<file path="config.mk">
export PLATFORM = sky130hd
export DESIGN_NAME = uart_tx_framer
export DESIGN_NICKNAME = d
export VERILOG_FILES = /design/src/rtl/uart_tx_framer.sv
export SDC_FILE = /design/constraint.sdc
export NUM_CORES = 1
export LEC_CHECK = 0
export CAP_MARGIN = 20
export CORE_MARGIN = 2
export CORE_UTILIZATION = 62
export CTS_BUF_LIST = sky130_fd_sc_hd__clkbuf_8
export CTS_CLUSTER_SIZE = 20
export DETAILED_ROUTE_END_ITERATION = 10
export PLACE_DENSITY = 0.89
export SKIP_LAST_GASP = 1
export SLEW_MARGIN = 20
export SYNTH_ARGS = -nofsm -noshare
export SYNTH_HDL_FRONTEND = slang
export SYNTH_SLANG_ARGS = --single-unit
</file>
<file path="constraint.sdc">
create_clock -name i_clk -period 3.95 [get_ports i_clk]
set_clock_uncertainty 0.2 [all_clocks]
set_input_delay 0.395 -clock i_clk [delete_from_list [all_inputs] [get_ports i_clk]]
set_output_delay 0.395 -clock i_clk [all_outputs]
set_load 0.01 [all_outputs]
</file>
<file path="src/rtl/uart_tx_framer.sv">
// uart_tx_framer: byte-serial UART transmitter (LSB first, 8N1) with a small input FIFO.
// Optional build macro UART_TX_PARITY_EN adds an even-parity bit (8E1). Revision 1.0.
`default_nettype none

module uart_tx_framer #(
  parameter logic [15:0] CLKS_PER_BIT    = 16'd1042,
  parameter int          FIFO_DEPTH_LOG2 = 2
) (
  input  logic                       i_clk,
  input  logic                       i_reset,
  input  logic [7:0]                 i_tx_data,
  input  logic                       i_tx_valid,
  output logic                       o_tx_ready,
  output logic                       o_txd,
  output logic                       o_tx_busy,
  output logic [FIFO_DEPTH_LOG2:0]   o_fifo_count
);

  localparam int                     c_DEPTH  = 1 << FIFO_DEPTH_LOG2;
  localparam logic [FIFO_DEPTH_LOG2:0] c_FULL = (FIFO_DEPTH_LOG2+1)'(c_DEPTH);
  localparam logic [15:0]            c_RELOAD = CLKS_PER_BIT - 16'd1;

`ifdef UART_TX_PARITY_EN
  typedef enum logic [2:0] {
    S_IDLE   = 3'd0,
    S_START  = 3'd1,
    S_DATA   = 3'd2,
    S_STOP   = 3'd3,
    S_PARITY = 3'd4
  } state_t;
`else
  typedef enum logic [1:0] {
    S_IDLE  = 2'd0,
    S_START = 2'd1,
    S_DATA  = 2'd2,
    S_STOP  = 2'd3
  } state_t;
`endif

  logic [7:0]                 r_mem [c_DEPTH];
  logic [FIFO_DEPTH_LOG2-1:0] r_wr_ptr;
  logic [FIFO_DEPTH_LOG2-1:0] r_rd_ptr;
  logic [FIFO_DEPTH_LOG2:0]   r_count;

  state_t      r_state;
  logic [15:0] r_timer;
  logic [2:0]  r_idx;
  logic [7:0]  r_shift;
  logic        r_txd;

  state_t      w_state_nxt;
  logic [15:0] w_timer_nxt;
  logic [2:0]  w_idx_nxt;
  logic [7:0]  w_shift_nxt;
  logic        w_txd_nxt;
  logic        w_pop;
  logic        w_push;
  logic        w_full;
  logic        w_empty;
  logic        w_timer_zero;
  logic [7:0]  w_head;

`ifdef UART_TX_PARITY_EN
  logic        r_parity;
  logic        w_parity_nxt;
`endif

  assign w_full       = (r_count == c_FULL);
  assign w_empty      = (r_count == '0);
  assign w_push       = i_tx_valid & ~w_full;
  assign w_timer_zero = (r_timer == 16'd0);
  assign w_head       = r_mem[r_rd_ptr];

  assign o_tx_ready   = ~w_full;
  assign o_txd        = r_txd;
  assign o_tx_busy    = (r_state != S_IDLE) | ~w_empty;
  assign o_fifo_count = r_count;

  // Storage is not reset; only pointers and occupancy define validity.
  always_ff @(posedge i_clk) begin
    if (w_push) begin
      r_mem[r_wr_ptr] <= i_tx_data;
    end
  end

  always_ff @(posedge i_clk) begin
    if (i_reset) begin
      r_wr_ptr <= '0;
      r_rd_ptr <= '0;
      r_count  <= '0;
    end else begin
      if (w_push) begin
        r_wr_ptr <= r_wr_ptr + FIFO_DEPTH_LOG2'(1);
      end
      if (w_pop) begin
        r_rd_ptr <= r_rd_ptr + FIFO_DEPTH_LOG2'(1);
      end
      case ({w_push, w_pop})
        2'b10:   r_count <= r_count + (FIFO_DEPTH_LOG2+1)'(1);
        2'b01:   r_count <= r_count - (FIFO_DEPTH_LOG2+1)'(1);
        default: r_count <= r_count;
      endcase
    end
  end

  always_ff @(posedge i_clk) begin
    if (i_reset) begin
      r_state  <= S_IDLE;
      r_timer  <= 16'd0;
      r_idx    <= 3'd0;
      r_shift  <= 8'd0;
      r_txd    <= 1'b1;
`ifdef UART_TX_PARITY_EN
      r_parity <= 1'b0;
`endif
    end else begin
      r_state  <= w_state_nxt;
      r_timer  <= w_timer_nxt;
      r_idx    <= w_idx_nxt;
      r_shift  <= w_shift_nxt;
      r_txd    <= w_txd_nxt;
`ifdef UART_TX_PARITY_EN
      r_parity <= w_parity_nxt;
`endif
    end
  end

  always_comb begin
    w_state_nxt = r_state;
    w_timer_nxt = r_timer;
    w_idx_nxt   = r_idx;
    w_shift_nxt = r_shift;
    w_txd_nxt   = r_txd;
    w_pop       = 1'b0;
`ifdef UART_TX_PARITY_EN
    w_parity_nxt = r_parity;
`endif

    // Every non-idle bit lasts exactly CLKS_PER_BIT cycles.
    if (r_state != S_IDLE) begin
      w_timer_nxt = w_timer_zero ? c_RELOAD : (r_timer - 16'd1);
    end

    case (r_state)
      S_IDLE: begin
        w_txd_nxt = 1'b1;
        if (!w_empty) begin
          w_pop       = 1'b1;
          w_state_nxt = S_START;
          w_timer_nxt = c_RELOAD;
          w_shift_nxt = w_head;
          w_txd_nxt   = 1'b0;
`ifdef UART_TX_PARITY_EN
          w_parity_nxt = ^w_head;
`endif
        end
      end
      S_START: begin
        if (w_timer_zero) begin
          w_state_nxt = S_DATA;
          w_txd_nxt   = r_shift[0];
          w_idx_nxt   = 3'd0;
        end
      end
      S_DATA: begin
        if (w_timer_zero) begin
          if (r_idx == 3'd7) begin
`ifdef UART_TX_PARITY_EN
            w_state_nxt = S_PARITY;
            w_txd_nxt   = r_parity;
`else
            w_state_nxt = S_STOP;
            w_txd_nxt   = 1'b1;
`endif
          end else begin
            w_shift_nxt = {1'b0, r_shift[7:1]};
            w_idx_nxt   = r_idx + 3'd1;
            w_txd_nxt   = r_shift[1];
          end
        end
      end
`ifdef UART_TX_PARITY_EN
      S_PARITY: begin
        if (w_timer_zero) begin
          w_state_nxt = S_STOP;
          w_txd_nxt   = 1'b1;
        end
      end
`endif
      S_STOP: begin
        if (w_timer_zero) begin
          // Chain straight into the next start bit when more data is queued.
          if (!w_empty) begin
            w_pop       = 1'b1;
            w_state_nxt = S_START;
            w_shift_nxt = w_head;
            w_txd_nxt   = 1'b0;
`ifdef UART_TX_PARITY_EN
            w_parity_nxt = ^w_head;
`endif
          end else begin
            w_state_nxt = S_IDLE;
            w_txd_nxt   = 1'b1;
          end
        end
      end
      default: begin
        w_state_nxt = S_IDLE;
        w_txd_nxt   = 1'b1;
      end
    endcase
  end

endmodule

`default_nettype wire

</file>
==> results of run 1 <==
[critical path: cells and delay by family (launching register included)]
| kind | cells | cell delay, ns |
|---|---|---|
| adders and majority gates | 2 | 0.63 |
| and+or+nand+nor | 4 | 1.48 |
| DFF | 1 | 0.37 |
| AOI/OAI and AO/OA | 2 | 0.36 |
| xor gates and xnor gates | 1 | 0.17 |
| buffers and inverters | 1 | 0.07 |
[final cells by class]
| type | instances | area [sq um] | area share |
|---|---|---|---|
| Clock inverter | 7 | 55.1 | 0.0151 |
| Timing Repair Buffer | 17 | 168 | 0.0458 |
| Tap cell | 70 | 87.6 | 0.0239 |
| Sequential cell | 71 | 1740 | 0.476 |
| Multi-Input combinational cell | 188 | 1420 | 0.389 |
| Clock buffer | 9 | 124 | 0.0339 |
| Inverter | 16 | 60.1 | 0.0164 |
[path summary, 6_finish.rpt]
kind / start / end / cells past startpoint
worst max-delay path: r_timer[6] / o_fifo_count[2] / 10
worst min register to register: r_idx[1] / r_idx[1] / 2
worst max register to register: r_timer[6] / o_fifo_count[2] / 10
worst min-delay path: r_idx[1] / r_idx[1] / 2
[synth_stat cells (all sizes together), types with 3 or more instances]
library cell  count  area share
mux2              3       0.010
nand2            13       0.015
nor4              5       0.013
ha               13       0.050
edfxtp           32        0.30
nor3             10       0.017
xnor2             4       0.011
mux4              8       0.055
a221oi            3       0.010
mux2i             8       0.025
and3              5      0.0096
or3              10       0.019
o21ai            20       0.031
dfxtp            39        0.24
a211oi            3      0.0069
inv              16       0.018
and2              3      0.0058
nand3             5      0.0077
a21oi            13       0.020
or4               3      0.0081
nor2             23       0.027
o2bb2ai           7       0.019
a32o              3      0.0092
clkbuf            7      0.0081
[cells by family after synthesis]
kind of cell / after synthesis / synth area share
AO/OA/AOI/OAI: 60 / 0.121
XOR/XNOR: 6 / 0.0161
adder cells (fa/ha/maj): 14 / 0.0561
buffers and inverters: 25 / 0.0288
flip-flops: 71 / 0.535
multiplexers: 19 / 0.0903
AND/OR/NAND/NOR: 89 / 0.153
[registers in the layout, indices dropped and copies added (netlist names), named ones only]
register and flops:
r_mem 32, r_wr_ptr 2, o_fifo_count 3, r_idx 3
r_rd_ptr 2, o_txd 1, r_shift 8, r_timer 16
r_state 2
[metrics by stage]
step | util | area [sq um] | setup slack, ns | power, mW
after floorplan | - | 3260 | 0.962 | 2.02
final | 0.721 | 3660 | 0.586 | 2.87
after detailed placement | 0.685 | 3480 | 0.691 | 2.34
after CTS | 0.721 | 3660 | 0.620 | 2.87
after global routing | 0.721 | 3660 | 0.404 | 3.08
after global placement | 0.685 | 3480 | 0.818 | 2.29
[where the power goes]
group | internal [mW] | leakage, nW | switching [mW]
registers | 0.941 | 0.612 | 0.163
clock network | 0.234 | 0.0866 | 0.294
logic | 0.538 | 0.589 | 0.704
total | 1.71 | 1.29 | 1.16
[cell usage in the layout, fill, tap and decap left out, types with 8 or more instances in the layout]
cell type	count
a21oi_1	13
clkbuf_8	9
clkdlybuf4s50_1	16
dfxtp_1	39
edfxtp_1	32
ha_1	13
inv_1	16
mux2i_1	8
mux4_2	8
nand2_1	13
nor2_1	23
nor3_1	9
o21ai_0	14
or3_1	10
[metal layers]
layer	track usage	routed length [microns]	vias up
met4	0.135	202	0
met1	0.297	2670	1105
li1	-	-	1103
met3	0.0462	247	22
met5	0	0	-
met2	0.373	3090	58
==> impl_metrics.env, run 1 <==
export IMPL_status="finished clean"
export IMPL_synth_nets=309
export IMPL_yosysWarnings=0
export IMPL_path_class="reg2reg"
export IMPL_vias=2288
export IMPL_hold_worst_slack_ns=0.268
export IMPL_finalCriticalPeriod_ns=3.36
export IMPL_drtIter0Drc=231
export IMPL_avgSynthCellArea_sq_um=11.5
export IMPL_rsz0062_at_grt="false"
export IMPL_critPathLaunchType="flop"
export IMPL_core_area_sq_um=5070
export IMPL_cts_resized=0
export IMPL_port_buffers=16
export IMPL_ys_types=49
export IMPL_syn_cell_area_sq_um=3260
export IMPL_diodes=0
export IMPL_tightest_slew_ns=0.819
export IMPL_routabilityCongestion=0.842
export IMPL_hold_violations=0
export IMPL_tns_ns=0
export IMPL_p_leak_nw=1.29
export IMPL_routed_via_density=6.05
export IMPL_cp_max_fo=7
export IMPL_synthFlopType="dfxtp_1"
export IMPL_clock_sinks=71
export IMPL_clockBufferDepth=2
export IMPL_synth_seq_cells=71
export IMPL_r2r_slack_ns=0.59
export IMPL_nFillCells=351
export IMPL_arrival_ns=3.44
export IMPL_rows=26
export IMPL_critPathSlowestCell="or4_4"
export IMPL_synth_edff_count=32
export IMPL_drive_gt1_frac=0.104
export IMPL_grt_pass1_vias=2322
export IMPL_syn_inst=284
export IMPL_clock_fmax_ghz=0.297
export IMPL_cts_max_level=3
export IMPL_final_setup_viol_count=0
export IMPL_clock_latency_ns=0.35
export IMPL_final_cell_count_no_fill=378
export IMPL_cts_hold_fix_buffers=0
export IMPL_clk_pin_slew_ns=0.08
export IMPL_die_area_sq_um=5850
export IMPL_cts_made_buffers=9
export IMPL_start_util=0.642
export IMPL_ir_drop_uv=536
export IMPL_ant_nets=0
export IMPL_grt_pass1_wl_microns=10700
export IMPL_crit_chain="or4_4 > nor4b_4 > a31oi_1 > nor3_2 > ha_1 > inv_1 > fa_1 > xor2_1 > or3_1 > a21oi_1"
export IMPL_wire_per_inst_microns=16.4
export IMPL_synthToLayoutAreaGrowth_pct=12.3
export IMPL_max_stage_delay_ns=0.52
export IMPL_cap_violations=0
export IMPL_antenna_found_initial=0
export IMPL_post_cts_buffers=0
export IMPL_cts_root_buffer="clkbuf_8"
export IMPL_fin_nets=328
export IMPL_die_w_microns=76.5
export IMPL_die_h_microns=76.5
export IMPL_synth_async_sr_flop_share=0
export IMPL_dp_hpwl_microns=4360
export IMPL_grt_max_degree=16
export IMPL_min_path_type="reg2reg"
export IMPL_cts_tree="done"
export IMPL_dr_pass1_iters=4
export IMPL_fin_crit_sh=0.852
export IMPL_relSlewSlack=0.451
export IMPL_synth_seq_area_share=0.535
export IMPL_drc=0
export IMPL_grt_usage=0.233
export IMPL_overflow=0
export IMPL_wirelength_microns=6220
export IMPL_worstPathRequired_ns=4.03
export IMPL_slew_violations=0
export IMPL_ios=17
export IMPL_power_density_nw_per_um2=786
export IMPL_cp_end_kind="flop"
export IMPL_dp_cells=362
No activity file was read; power rests on OpenSTA's default activity.
==> inputs of run 2 (changes only) <==
- CTS_CLUSTER_SIZE: 20 -> unset
==> results of run 2 <==
The final DEF is identical to that of run 1; final timing and power are the same.
